$ cat config.mk
export PLATFORM = sky130hd
export DESIGN_NAME = uart_rx
export DESIGN_NICKNAME = d
export VERILOG_FILES = /design/src/rtl/uart_rx.sv
export SDC_FILE = /design/constraint.sdc
export NUM_CORES = 1
export LEC_CHECK = 0
export ABC_CLOCK_PERIOD_IN_PS = 1660
export BUFFER_PORTS_ARGS = -buffer_cell sky130_fd_sc_hd__buf_2
export CAP_MARGIN = 20
export CORE_MARGIN = 10
export CORE_UTILIZATION = 48
export DETAILED_ROUTE_END_ITERATION = 8
export GPL_TIMING_DRIVEN = 0
export PLACE_DENSITY_LB_ADDON = 0.12
export SLEW_MARGIN = 10
export SYNTH_ARGS = -nofsm -noshare
export SYNTH_HDL_FRONTEND = slang
export SYNTH_SLANG_ARGS = --single-unit
export TNS_END_PERCENT = 30
$ cat constraint.sdc
create_clock -name clock -period 1.66 [get_ports clock]
set_input_delay 0.332 -clock clock [delete_from_list [all_inputs] [get_ports clock]]
set_output_delay 0.332 -clock clock [all_outputs]
set_load 0.02 [all_outputs]
$ cat src/rtl/uart_rx.sv
// uart_rx: 8N1 UART receiver driven by a 16x-baud clock enable (ce_16).
// Serial input is resynchronised, the start bit is confirmed at mid-bit,
// and data/stop bits are sampled every 16 ticks after that point.
// Optional feature macro: UART_RX_PARITY_EN adds a parity bit between the
// data and stop bits, plus the rx_parity_odd / rx_parity_err ports.
module uart_rx #(
  parameter int DATA_BITS   = 8,
  parameter int SYNC_STAGES = 2
) (
  input  logic                 clock,
  input  logic                 reset_n,
  input  logic                 ce_16,
  input  logic                 ser_in,
`ifdef UART_RX_PARITY_EN
  input  logic                 rx_parity_odd,
`endif
  output logic [DATA_BITS-1:0] rx_data,
  output logic                 rx_valid,
  output logic                 rx_frame_err,
  output logic                 rx_busy
`ifdef UART_RX_PARITY_EN
  ,
  output logic                 rx_parity_err
`endif
);

  typedef enum logic [2:0] {
    S_IDLE,
    S_START,
    S_DATA,
    S_STOP,
    S_BREAK
`ifdef UART_RX_PARITY_EN
    ,
    S_PARITY
`endif
  } state_t;

  state_t                 state_q, state_d;
  logic [SYNC_STAGES-1:0] sync_q, sync_d;
  logic [3:0]             tick_cnt_q, tick_cnt_d;
  logic [2:0]             bit_cnt_q, bit_cnt_d;
  logic [DATA_BITS-1:0]   shift_q, shift_d;
  logic [DATA_BITS-1:0]   rx_data_q, rx_data_d;
  logic                   rx_valid_q, rx_valid_d;
  logic                   rx_frame_err_q, rx_frame_err_d;
  logic                   rx_busy_q, rx_busy_d;
`ifdef UART_RX_PARITY_EN
  logic                   par_bit_q, par_bit_d;
  logic                   rx_parity_err_q, rx_parity_err_d;
`endif

  logic rx_in;
  logic tick_last;
  logic bit_last;

  assign rx_in     = sync_q[SYNC_STAGES-1];
  assign tick_last = (tick_cnt_q == 4'd15);
  assign bit_last  = (bit_cnt_q == 3'(DATA_BITS - 1));

  // Shift the asynchronous line into the synchroniser chain; idle level is 1.
  always_comb begin
    sync_d = {sync_q[SYNC_STAGES-2:0], ser_in};
  end

  // Register all state; reset discards any frame in progress.
  always_ff @(posedge clock or negedge reset_n) begin
    if (!reset_n) begin
      state_q        <= S_IDLE;
      sync_q         <= '1;
      tick_cnt_q     <= '0;
      bit_cnt_q      <= '0;
      shift_q        <= '0;
      rx_data_q      <= '0;
      rx_valid_q     <= 1'b0;
      rx_frame_err_q <= 1'b0;
      rx_busy_q      <= 1'b0;
`ifdef UART_RX_PARITY_EN
      par_bit_q       <= 1'b0;
      rx_parity_err_q <= 1'b0;
`endif
    end else begin
      state_q        <= state_d;
      sync_q         <= sync_d;
      tick_cnt_q     <= tick_cnt_d;
      bit_cnt_q      <= bit_cnt_d;
      shift_q        <= shift_d;
      rx_data_q      <= rx_data_d;
      rx_valid_q     <= rx_valid_d;
      rx_frame_err_q <= rx_frame_err_d;
      rx_busy_q      <= rx_busy_d;
`ifdef UART_RX_PARITY_EN
      par_bit_q       <= par_bit_d;
      rx_parity_err_q <= rx_parity_err_d;
`endif
    end
  end

  // Next-state logic; the FSM only moves on clocks carrying a ce_16 tick.
  always_comb begin
    state_d = state_q;
    if (ce_16) begin
      case (state_q)
        S_IDLE:  if (!rx_in) state_d = S_START;
        // A start bit that is no longer low at mid-bit is treated as a glitch.
        S_START: if (tick_cnt_q == 4'd7) state_d = rx_in ? S_IDLE : S_DATA;
        S_DATA: begin
          if (tick_last && bit_last) begin
`ifdef UART_RX_PARITY_EN
            state_d = S_PARITY;
`else
            state_d = S_STOP;
`endif
          end
        end
`ifdef UART_RX_PARITY_EN
        S_PARITY: if (tick_last) state_d = S_STOP;
`endif
        S_STOP:  if (tick_last) state_d = rx_in ? S_IDLE : S_BREAK;
        // Stay here while the line is held low so a break cannot restart a frame.
        S_BREAK: if (rx_in) state_d = S_IDLE;
        default: state_d = S_IDLE;
      endcase
    end
  end

  // Counters, shift register and registered output pulses.
  always_comb begin
    tick_cnt_d     = tick_cnt_q;
    bit_cnt_d      = bit_cnt_q;
    shift_d        = shift_q;
    rx_data_d      = rx_data_q;
    rx_valid_d     = 1'b0;
    rx_frame_err_d = 1'b0;
    rx_busy_d      = (state_d != S_IDLE);
`ifdef UART_RX_PARITY_EN
    par_bit_d       = par_bit_q;
    rx_parity_err_d = 1'b0;
`endif
    if (ce_16) begin
      case (state_q)
        S_IDLE: tick_cnt_d = 4'd0;
        S_START: begin
          if (tick_cnt_q == 4'd7) begin
            tick_cnt_d = 4'd0;
            bit_cnt_d  = 3'd0;
          end else begin
            tick_cnt_d = tick_cnt_q + 4'd1;
          end
        end
        S_DATA: begin
          // Counter wraps 15->0, so each following bit starts at tick 0.
          tick_cnt_d = tick_cnt_q + 4'd1;
          if (tick_last) begin
            shift_d   = {rx_in, shift_q[DATA_BITS-1:1]};
            bit_cnt_d = bit_cnt_q + 3'd1;
          end
        end
`ifdef UART_RX_PARITY_EN
        S_PARITY: begin
          tick_cnt_d = tick_cnt_q + 4'd1;
          if (tick_last) par_bit_d = rx_in;
        end
`endif
        S_STOP: begin
          tick_cnt_d = tick_cnt_q + 4'd1;
          if (tick_last) begin
            rx_data_d = shift_q;
            if (rx_in) begin
              rx_valid_d = 1'b1;
`ifdef UART_RX_PARITY_EN
              rx_parity_err_d = (par_bit_q != (^shift_q ^ rx_parity_odd));
`endif
            end else begin
              rx_frame_err_d = 1'b1;
            end
          end
        end
        S_BREAK: tick_cnt_d = 4'd0;
        default: tick_cnt_d = 4'd0;
      endcase
    end
  end

  assign rx_data      = rx_data_q;
  assign rx_valid     = rx_valid_q;
  assign rx_frame_err = rx_frame_err_q;
  assign rx_busy      = rx_busy_q;
`ifdef UART_RX_PARITY_EN
  assign rx_parity_err = rx_parity_err_q;
`endif

endmodule

==> results_dict.tcl <==
set metrics [dict create \
    overflow 0 \
    avgViaCountPerCell 5.59 \
    fillers 237 \
    synthesis.nets 118 \
    whs_ps 5.06 \
    cp.depth 5 \
    rows 19 \
    drtIter0Drc 22 \
    die_area_um2 5530 \
    antennaDiodeCount 0 \
    fmax_mhz 627 \
    die_width_um 74.4 \
    seq_area_frac_synth_pct 54.8 \
    p_leak_nw 0.830 \
    timing.rr.start "tick_cnt_q[0]$_DFFE_PN0P_" \
    vias 923 \
    synth_area_per_cell_um2 12.8 \
    rsz0062_at_grt "yes" \
    io_buffers 13 \
    wl_per_cell_um 15.5 \
    ctsHtreeMaxLevel 2 \
    ys_ff_latch 31 \
    start_util_pct 51.1 \
    area_growth_pct 15.7 \
    setup_violations 0 \
    vdd.ir_drop.worst_mv 0.762 \
    final_cell_mix "29 x dfrtp_1, 17 x mux2_2, 14 x buf_2" \
    clock_path_buffers 2 \
    syn_area_um2 1420 \
    routed-wl-met3_um 163 \
    p_per_area_nw_per_um2 1200 \
    finalHoldViolCount 0 \
    multi_input_area_um2 614 \
    grt_pass1_vias 921 \
    synth_top_area_share_pct 51.1 \
    relSlewSlack_pct 56.2 \
    r2r_cells 5 \
    num-nets-final 140 \
    core_um2 2780 \
    layout_commonest_cell "dfrtp_1" \
    crit_arrival_ps 1810 \
    crit_required_ps 1880 \
    cts_tree "built" \
    grt_usage_pct 10.1 \
    grt_max_degree 32 \
    fin_crit_ps 1600 \
    crit_family "simple AND/OR/NAND/NOR gates" \
    synthFlopType "dfrtp_1" \
    end_kind "flip-flop" \
    grt_pass1_wl_um 4260 \
    tns_ps 0 \
    start_kind "flip-flop" \
    crit_chain "ha_4, nand3b_1, o22ai_1, mux2_4, or3_1" \
    synth_area_leaders "dfrtp_1 51%, mux2_2 13%, dfstp_2 3.7%" \
    drt_wl_total_um 2560 \
    antenna_found_initial 0 \
    drc 0 \
    m1WireLength_um 1140 \
    dp_hpwl_um 1800 \
    outcome "complete, no violations" \
    synth_edf_count 0 \
    clock-sinks 31 \
    crit_path_start "tick_cnt_q[0]$_DFFE_PN0P_" \
    place_congestion 0.858 \
    numCtsBuffers 5 \
    min_path_type "in2async" \
    ys_warn_count 0 \
    antenna_left 0 \
    maxSlewViolCount 0 \
    crit_type "reg2reg" \
    drive_gt1_share_pct 42.5 \
    clk_latency_ps 340 \
    syn_inst 111 \
    finClkSkew_ps 10.9 \
    top_layer "met4" \
    synth_cell_type_count 39 \
    path_buf_inv 0 \
    crit_path_max_fanout 4 \
    yosys.area.top_type "dfrtp_1" \
    finalCritPeriodShare_pct 96.1 \
    num_io_pins 15 \
    fin_total_pwr_mw 1.97 \
    async_reset_ff_share_pct 100 \
    wl_met2_um 1230 \
    maxCapViolCount 0 \
    max_stage_delay_ps 430 \
    die_h_um 74.4 \
    seq_area_um2 778 \
    dr.pass1.iters 5 \
    slowest_stage "dfrtp_1" \
    clk_pin_slew_ps 110 \
    tightest_slew_ps 658 \
    clockRootBuffer "clkbuf_4" \
]
==> state kept, by name, summed over array words and instances, names as in the netlist <==
register	flops
bit_cnt_q	3
shift_q	8
rx_data	8
state_q	3
sync_q	2
tick_cnt_q	4
rx_busy	1
rx_frame_err	1
rx_valid	1
==> layout make-up <==
cell class | count | area share (%)
sequential | 31 | 47.4
multi-input combinational | 70 | 37.4
timing repair buffer | 15 | 4.87
clock buffer | 7 | 3.96
buffer | 6 | 2.67
tap | 31 | 2.36
inverter | 4 | 0.914
clock inverter | 1 | 0.457
==> path summary, 6_finish.rpt <==
kind / to / slack, ps
min reg2reg: sync_q[1]$_DFF_PN1_ / 360
min in group clock: sync_q[0]$_DFF_PN1_ / 100
max: rx_busy$_DFF_PN0_ / 60
max reg2reg: rx_busy$_DFF_PN0_ / 60
min: bit_cnt_q[0]$_DFFE_PN0P_ / 5
max in group asynchronous: rx_data[1]$_DFFE_PN0P_ / 1220
==> worst reg2reg max path, cell delays in order, from the launching register on <==
cell      delay, ps
dfrtp_1         430
ha_4            190
nand3b_1        150
o22ai_1         100
mux2_4          260
or3_1           340
==> synth_stat cells, drive strengths merged (4+ instances only) <==
library cell,number
dfrtp,29
mux2,19
buf,5
nand2,5
inv,4
o21ai,4
==> stage by stage <==
| stage | cells | utilization (%) | setup WS (ps) | cell area [um2] |
|---|---|---|---|---|
| global placement | 155 | 54.8 | -10.9 | 1520 |
| floorplan | 111 | - | 86.8 | 1420 |
| finish | 165 | 59.1 | 64.2 | 1640 |
| global route | 165 | 59.1 | -20.3 | 1640 |
| detailed placement | 155 | 54.8 | -50.6 | 1520 |
| CTS | 163 | 58.0 | 21.4 | 1610 |
==> report_power, final <==
| group | leakage [nW] | internal [mW] | switching, mW |
|---|---|---|---|
| registers | 0.404 | 0.854 | 0.102 |
| clock network | 0.0375 | 0.247 | 0.270 |
| logic | 0.389 | 0.243 | 0.257 |
| total | 0.830 | 1.34 | 0.628 |
==> metal layers <==
metal	GRT usage, %	vias to the layer above
met5	0	-
met4	4.27	0
met3	5.32	6
met2	15.5	17
met1	11.4	456
li1	-	444
==> kinds of logic after synthesis <==
logic type / Yosys count / share of synthesized area (%)
buffers and inverters: 10 / 3.70
multiplexers: 22 / 17.7
AND/OR/NAND/NOR: 32 / 14.1
flip-flops: 31 / 54.8
AO/OA/AOI/OAI: 13 / 7.05
adder cells (fa/ha/maj): 3 / 2.64
==> repair_timing <==
action                                 CTS  global route
resized for setup                        4             2
setup endpoints to repair               10            19
pin swaps                                0             2
setup buffers                            0             2
endpoints found under the hold margin    0             0
hold buffers                             0             0
(Power assumes the default switching activity.)
